$ cat config.mk
export PLATFORM = sky130hd
export DESIGN_NAME = uart_transmitter
export DESIGN_NICKNAME = d
export VERILOG_FILES = /design/src/rtl/uart_transmitter_pkg.sv /design/src/rtl/uart_transmitter.sv
export SDC_FILE = /design/constraint.sdc
export NUM_CORES = 1
export LEC_CHECK = 0
export ABC_AREA = 1
export ABC_CLOCK_PERIOD_IN_PS = 3050
export CORE_MARGIN = 3
export CORE_UTILIZATION = 59
export DETAILED_ROUTE_END_ITERATION = 10
export HOLD_SLACK_MARGIN = 0.06
export PLACE_DENSITY = 0.86
export SETUP_SLACK_MARGIN = 0.3
export SKIP_CTS_REPAIR_TIMING = 1
export SLEW_MARGIN = 10
export SYNTH_ARGS = -nofsm -noshare
export SYNTH_HDL_FRONTEND = slang
export SYNTH_SLANG_ARGS = --single-unit
$ cat constraint.sdc
create_clock -name clk -period 3.05 [get_ports clk]
set_input_delay 0.61 -clock clk [delete_from_list [all_inputs] [get_ports clk]]
set_output_delay 0.61 -clock clk [all_outputs]
set_load 0.03 [all_outputs]
$ cat src/rtl/uart_transmitter_pkg.sv
// rtl/uart_transmitter_pkg.sv - shared UART framing constants for the transmitter and receiver
package uart_transmitter_pkg;

  localparam int   FRAME_BITS = 10;
  localparam int   DATA_BITS  = 8;
  localparam logic LINE_IDLE  = 1'b1;

  // Cycles per bit on the line; integer division, so the baud rate is only approximated.
  function automatic int symbol_edge_time(input int clock_freq, input int baud_rate);
    return clock_freq / baud_rate;
  endfunction

endpackage

$ cat src/rtl/uart_transmitter.sv
// rtl/uart_transmitter.sv - 8N1 UART transmitter with a ready/valid byte input
// The start bit is driven from the accept edge itself, so the line has zero accept latency.
module uart_transmitter
  import uart_transmitter_pkg::*;
#(
  parameter int CLOCK_FREQ = 50_000_000,
  parameter int BAUD_RATE  = 115_200
) (
  input  logic       clk,
  input  logic       rst,
  input  logic [7:0] data_in,
  input  logic       data_in_valid,
  output logic       data_in_ready,
  output logic       serial_out
);

  localparam int SYMBOL_EDGE_TIME    = symbol_edge_time(CLOCK_FREQ, BAUD_RATE);
  localparam int CLOCK_COUNTER_WIDTH = $clog2(SYMBOL_EDGE_TIME);
  localparam logic [CLOCK_COUNTER_WIDTH-1:0] LAST_CYCLE =
    CLOCK_COUNTER_WIDTH'(SYMBOL_EDGE_TIME - 1);
  localparam logic [2:0] LAST_BIT = 3'(DATA_BITS - 1);

  typedef enum logic [1:0] {
    IDLE  = 2'd0,
    START = 2'd1,
    DATA  = 2'd2,
    STOP  = 2'd3
  } state_e;

  state_e                         state_q, state_d;
  logic [CLOCK_COUNTER_WIDTH-1:0] cycle_cnt_q, cycle_cnt_d;
  logic [2:0]                     bit_cnt_q, bit_cnt_d;
  logic [7:0]                     shift_q, shift_d;
  logic                           tx_q, tx_d;
  logic                           ready_q, ready_d;
  logic                           symbol_end;

  assign symbol_end    = (cycle_cnt_q == LAST_CYCLE);
  assign data_in_ready = ready_q;
  assign serial_out    = tx_q;

  always_ff @(posedge clk) begin
    if (rst) begin
      state_q     <= IDLE;
      cycle_cnt_q <= '0;
      bit_cnt_q   <= '0;
      shift_q     <= '0;
      tx_q        <= LINE_IDLE;
      ready_q     <= 1'b1;
    end else begin
      state_q     <= state_d;
      cycle_cnt_q <= cycle_cnt_d;
      bit_cnt_q   <= bit_cnt_d;
      shift_q     <= shift_d;
      tx_q        <= tx_d;
      ready_q     <= ready_d;
    end
  end

  always_comb begin
    state_d     = state_q;
    cycle_cnt_d = symbol_end ? '0 : cycle_cnt_q + 1'b1;
    bit_cnt_d   = bit_cnt_q;
    shift_d     = shift_q;
    tx_d        = tx_q;
    ready_d     = ready_q;

    case (state_q)
      IDLE: begin
        cycle_cnt_d = '0;
        bit_cnt_d   = '0;
        tx_d        = LINE_IDLE;
        ready_d     = 1'b1;
        if (data_in_valid && ready_q) begin
          state_d = START;
          shift_d = data_in;
          tx_d    = 1'b0;
          ready_d = 1'b0;
        end
      end
      START: begin
        if (symbol_end) begin
          state_d   = DATA;
          bit_cnt_d = '0;
          tx_d      = shift_q[0];
        end
      end
      DATA: begin
        if (symbol_end) begin
          if (bit_cnt_q == LAST_BIT) begin
            state_d = STOP;
            tx_d    = LINE_IDLE;
          end else begin
            // Register the next bit directly so the line never sees a combinational path.
            shift_d   = shift_q >> 1;
            tx_d      = shift_q[1];
            bit_cnt_d = bit_cnt_q + 3'd1;
          end
        end
      end
      STOP: begin
        if (symbol_end) begin
          state_d = IDLE;
          tx_d    = LINE_IDLE;
          ready_d = 1'b1;
        end
      end
      default: begin
        state_d = IDLE;
        tx_d    = LINE_IDLE;
        ready_d = 1'b1;
      end
    endcase
  end

endmodule
==> impl_metrics.json <==
{
  "gr-usage-all-layers_pct": 20.5,
  "firstDrtPassIters": 5,
  "holdCritStartpoint": "shift_q[7]$_SDFFE_PP0P_",
  "clk_pin_slew_ns": 0.13,
  "clock_skew_ns": 0.00311,
  "outcome": "completed",
  "worstSetupEndpointType": "register",
  "syn_inst": 177,
  "fp.dieW_um": 53.0,
  "finalSetupViolations": 0,
  "fillers": 155,
  "fin_nets": 208,
  "cts_htree_levels": 1,
  "avgSynthCellArea_um2": 7.36,
  "whs_path_depth": 2,
  "dieArea_mm2": 0.00281,
  "startpoint_type": "register",
  "grt_pass1_wl_um": 4290,
  "port_buffers": 12,
  "r2r-end": "shift_q[1]$_SDFFE_PP0P_",
  "layout-area-overhead-vs-synth_pct": 12.9,
  "min_period_ns": 2.03,
  "slew_viol_final": 0,
  "r2r_slack_ns": 1.02,
  "crit_type": "reg2reg",
  "syn-cell-area_mm2": 0.00130,
  "cts_buffers": 3,
  "postRouteAntennaNets": 0,
  "routabilityCongestion": 0.819,
  "rr_worst_depth": 7,
  "grt_max_degree": 18,
  "first_iter_violations": 27,
  "worstMarginPinSlew_ns": 0.735,
  "drive_above_1_share_pct": 7.98,
  "yosysSeqAreaShare_pct": 36.9,
  "first_global_vias": 1087,
  "dp_hpwl_um": 1770,
  "cts_tree": "yes",
  "cts-root-buf": "clkbuf_4",
  "drc_errors": 0,
  "crit_fanout": 17,
  "seq_area_um2": 480,
  "peakVddDrop_v": 0.000489,
  "multi_input_comb_area_um2": 727,
  "leakagePower_nw": 0.620,
  "start_util_pct": 64.4,
  "synth_top_cell_by_area": "dfxtp_1",
  "finalWirelength_um": 2500,
  "powerDensity_mw_per_mm2": 861,
  "antenna_cells": 0,
  "io_pins": 13,
  "wl_per_cell_um": 11.6,
  "synth_top_area_share_pct": 36.9,
  "vias": 1165,
  "hold_viol_final": 0,
  "worstPathArrival_ns": 2.26,
  "fp.coreArea_mm2": 0.00202,
  "synth.area.top_cells": "dfxtp_1 (37%), nand2_1 (12%), ha_1 (7.7%)",
  "reg2reg_from": "state_q[0]$_SDFFE_PP0P_",
  "vias_per_cell": 5.42,
  "grt_setup_unrepaired": "no",
  "die_h_um": 53.0,
  "max_freq_mhz": 493,
  "holdPathEnd": "shift_q[7]$_SDFFE_PP0P_",
  "ys_ff_latch": 24,
  "fin_crit_sh_pct": 66.5,
  "antenna_found_initial": 0,
  "clk_latency_ns": 0.32,
  "cts_sinks": 24,
  "rows": 16,
  "syn-num-nets": 196,
  "gr-total-overflow": 0,
  "clockBufferDepth": 2,
  "drv_cap": 0,
  "ys_types": 24,
  "tns_ns": 0,
  "hold_class": "reg2reg",
  "slew_headroom_pct": 51.0,
  "fin_util_pct": 72.7,
  "required_ns": 3.28,
  "ys.warnings.count": 0
}
kinds of logic after synthesis:
logic type / after synthesis / synth area share, %
XOR/XNOR: 1 / 0.673
AO/OA/AOI/OAI: 27 / 12.3
adder cells (fa/ha/maj): 8 / 7.69
AND/OR/NAND/NOR: 90 / 29.8
buffers and inverters: 20 / 7.30
multiplexers: 7 / 5.38
flip-flops: 24 / 36.9
cells in the mapped netlist, drive strengths merged:
cell / n
xor2: 1
ha: 8
o211ai: 1
mux2i: 7
inv: 15
or2: 4
clkbuf: 1
nor3b: 1
o21ai: 6
dfxtp: 24
a21oi: 20
buf: 4
nand3: 19
nand2: 42
nand4: 1
nor2: 23
metal layers:
layer  global-route usage, %  share of wire [%]  vias up  routed length (um)
met5                       0                  0        -                   0
met4                    12.8                2.4        0                  59
met3                    2.82                4.2        6                 104
met2                    35.1                 47       30                1190
met1                    23.8                 46      529                1150
li1                        -                  -      600                   -
layout make-up:
type	count	area share, %
multi-input cells	133	49.4
flip-flops and latches	24	32.7
repair buffers	12	8.17
inverters	15	3.83
well taps	27	2.30
clock inverters	1	2.04
clock buffers	3	1.53
per-stage QoR:
| step | hold slack, ns | cells | setup WS, ns | instance area (um^2) | power [mW] |
|---|---|---|---|---|---|
| final | 0.485 | 215 | 1.02 | 1470 | 1.27 |
| after global routing | 0.510 | 215 | 0.863 | 1470 | 1.38 |
| after CTS | 0.486 | 215 | 1.01 | 1470 | 1.27 |
| after detailed placement | 0.460 | 211 | 1.06 | 1420 | 1.04 |
| after global placement | 0.451 | 211 | 1.13 | 1420 | 0.994 |
| after floorplan | 0.434 | 177 | 1.53 | 1300 | 0.934 |
power by group:
group / switching [mW] / internal, mW
logic: 0.363 / 0.227
clock network: 0.0982 / 0.133
registers: 0.0532 / 0.392
total: 0.515 / 0.752
cells in the final DEF, fill, tap and decap left out, types with 2 or more instances in the layout:
cell type | synthesis | layout
nand2_1 | 40 | 40
dfxtp_1 | 24 | 24
nor2_1 | 23 | 23
a21oi_1 | 18 | 18
nand3_1 | 18 | 18
inv_1 | 15 | 15
clkdlybuf4s50_1 | 0 | 12
ha_1 | 8 | 8
mux2i_1 | 7 | 7
or2_2 | 4 | 4
o21ai_0 | 3 | 3
clkbuf_4 | 0 | 3
nand2_2 | 2 | 2
o21ai_2 | 2 | 2
sequential cells by signal (all words and copies together), names as in the netlist:
name and cells:
data_in_ready 1, serial_out 1, state_q 2, cycle_cnt_q 9, shift_q 8, bit_cnt_q 3
worst max-delay path by stage:
stage	from	slack, ns	to
2_1_floorplan	state_q[0]$_SDFFE_PP0P_	1.53	shift_q[0]$_SDFFE_PP0P_
3_3_place_gp	data_in_valid	1.13	shift_q[4]$_SDFFE_PP0P_
3_5_place_dp	state_q[0]$_SDFFE_PP0P_	1.06	shift_q[5]$_SDFFE_PP0P_
4_1_cts	data_in_ready$_SDFFE_PP1P_	1.01	data_in_ready
5_1_grt	state_q[0]$_SDFFE_PP0P_	0.86	bit_cnt_q[2]$_SDFFE_PP0P_
6_report	state_q[0]$_SDFFE_PP0P_	1.02	shift_q[1]$_SDFFE_PP0P_
critical path, stage by stage, from the launching register on:
cell	delay, ns
dfxtp_1	0.38
inv_1	0.09
ha_1	0.64
o21ai_2	0.19
a21oi_4	0.38
nand3_1	0.13
nand2_1	0.08
nor2_1	0.05
(Power assumes the default switching activity.)
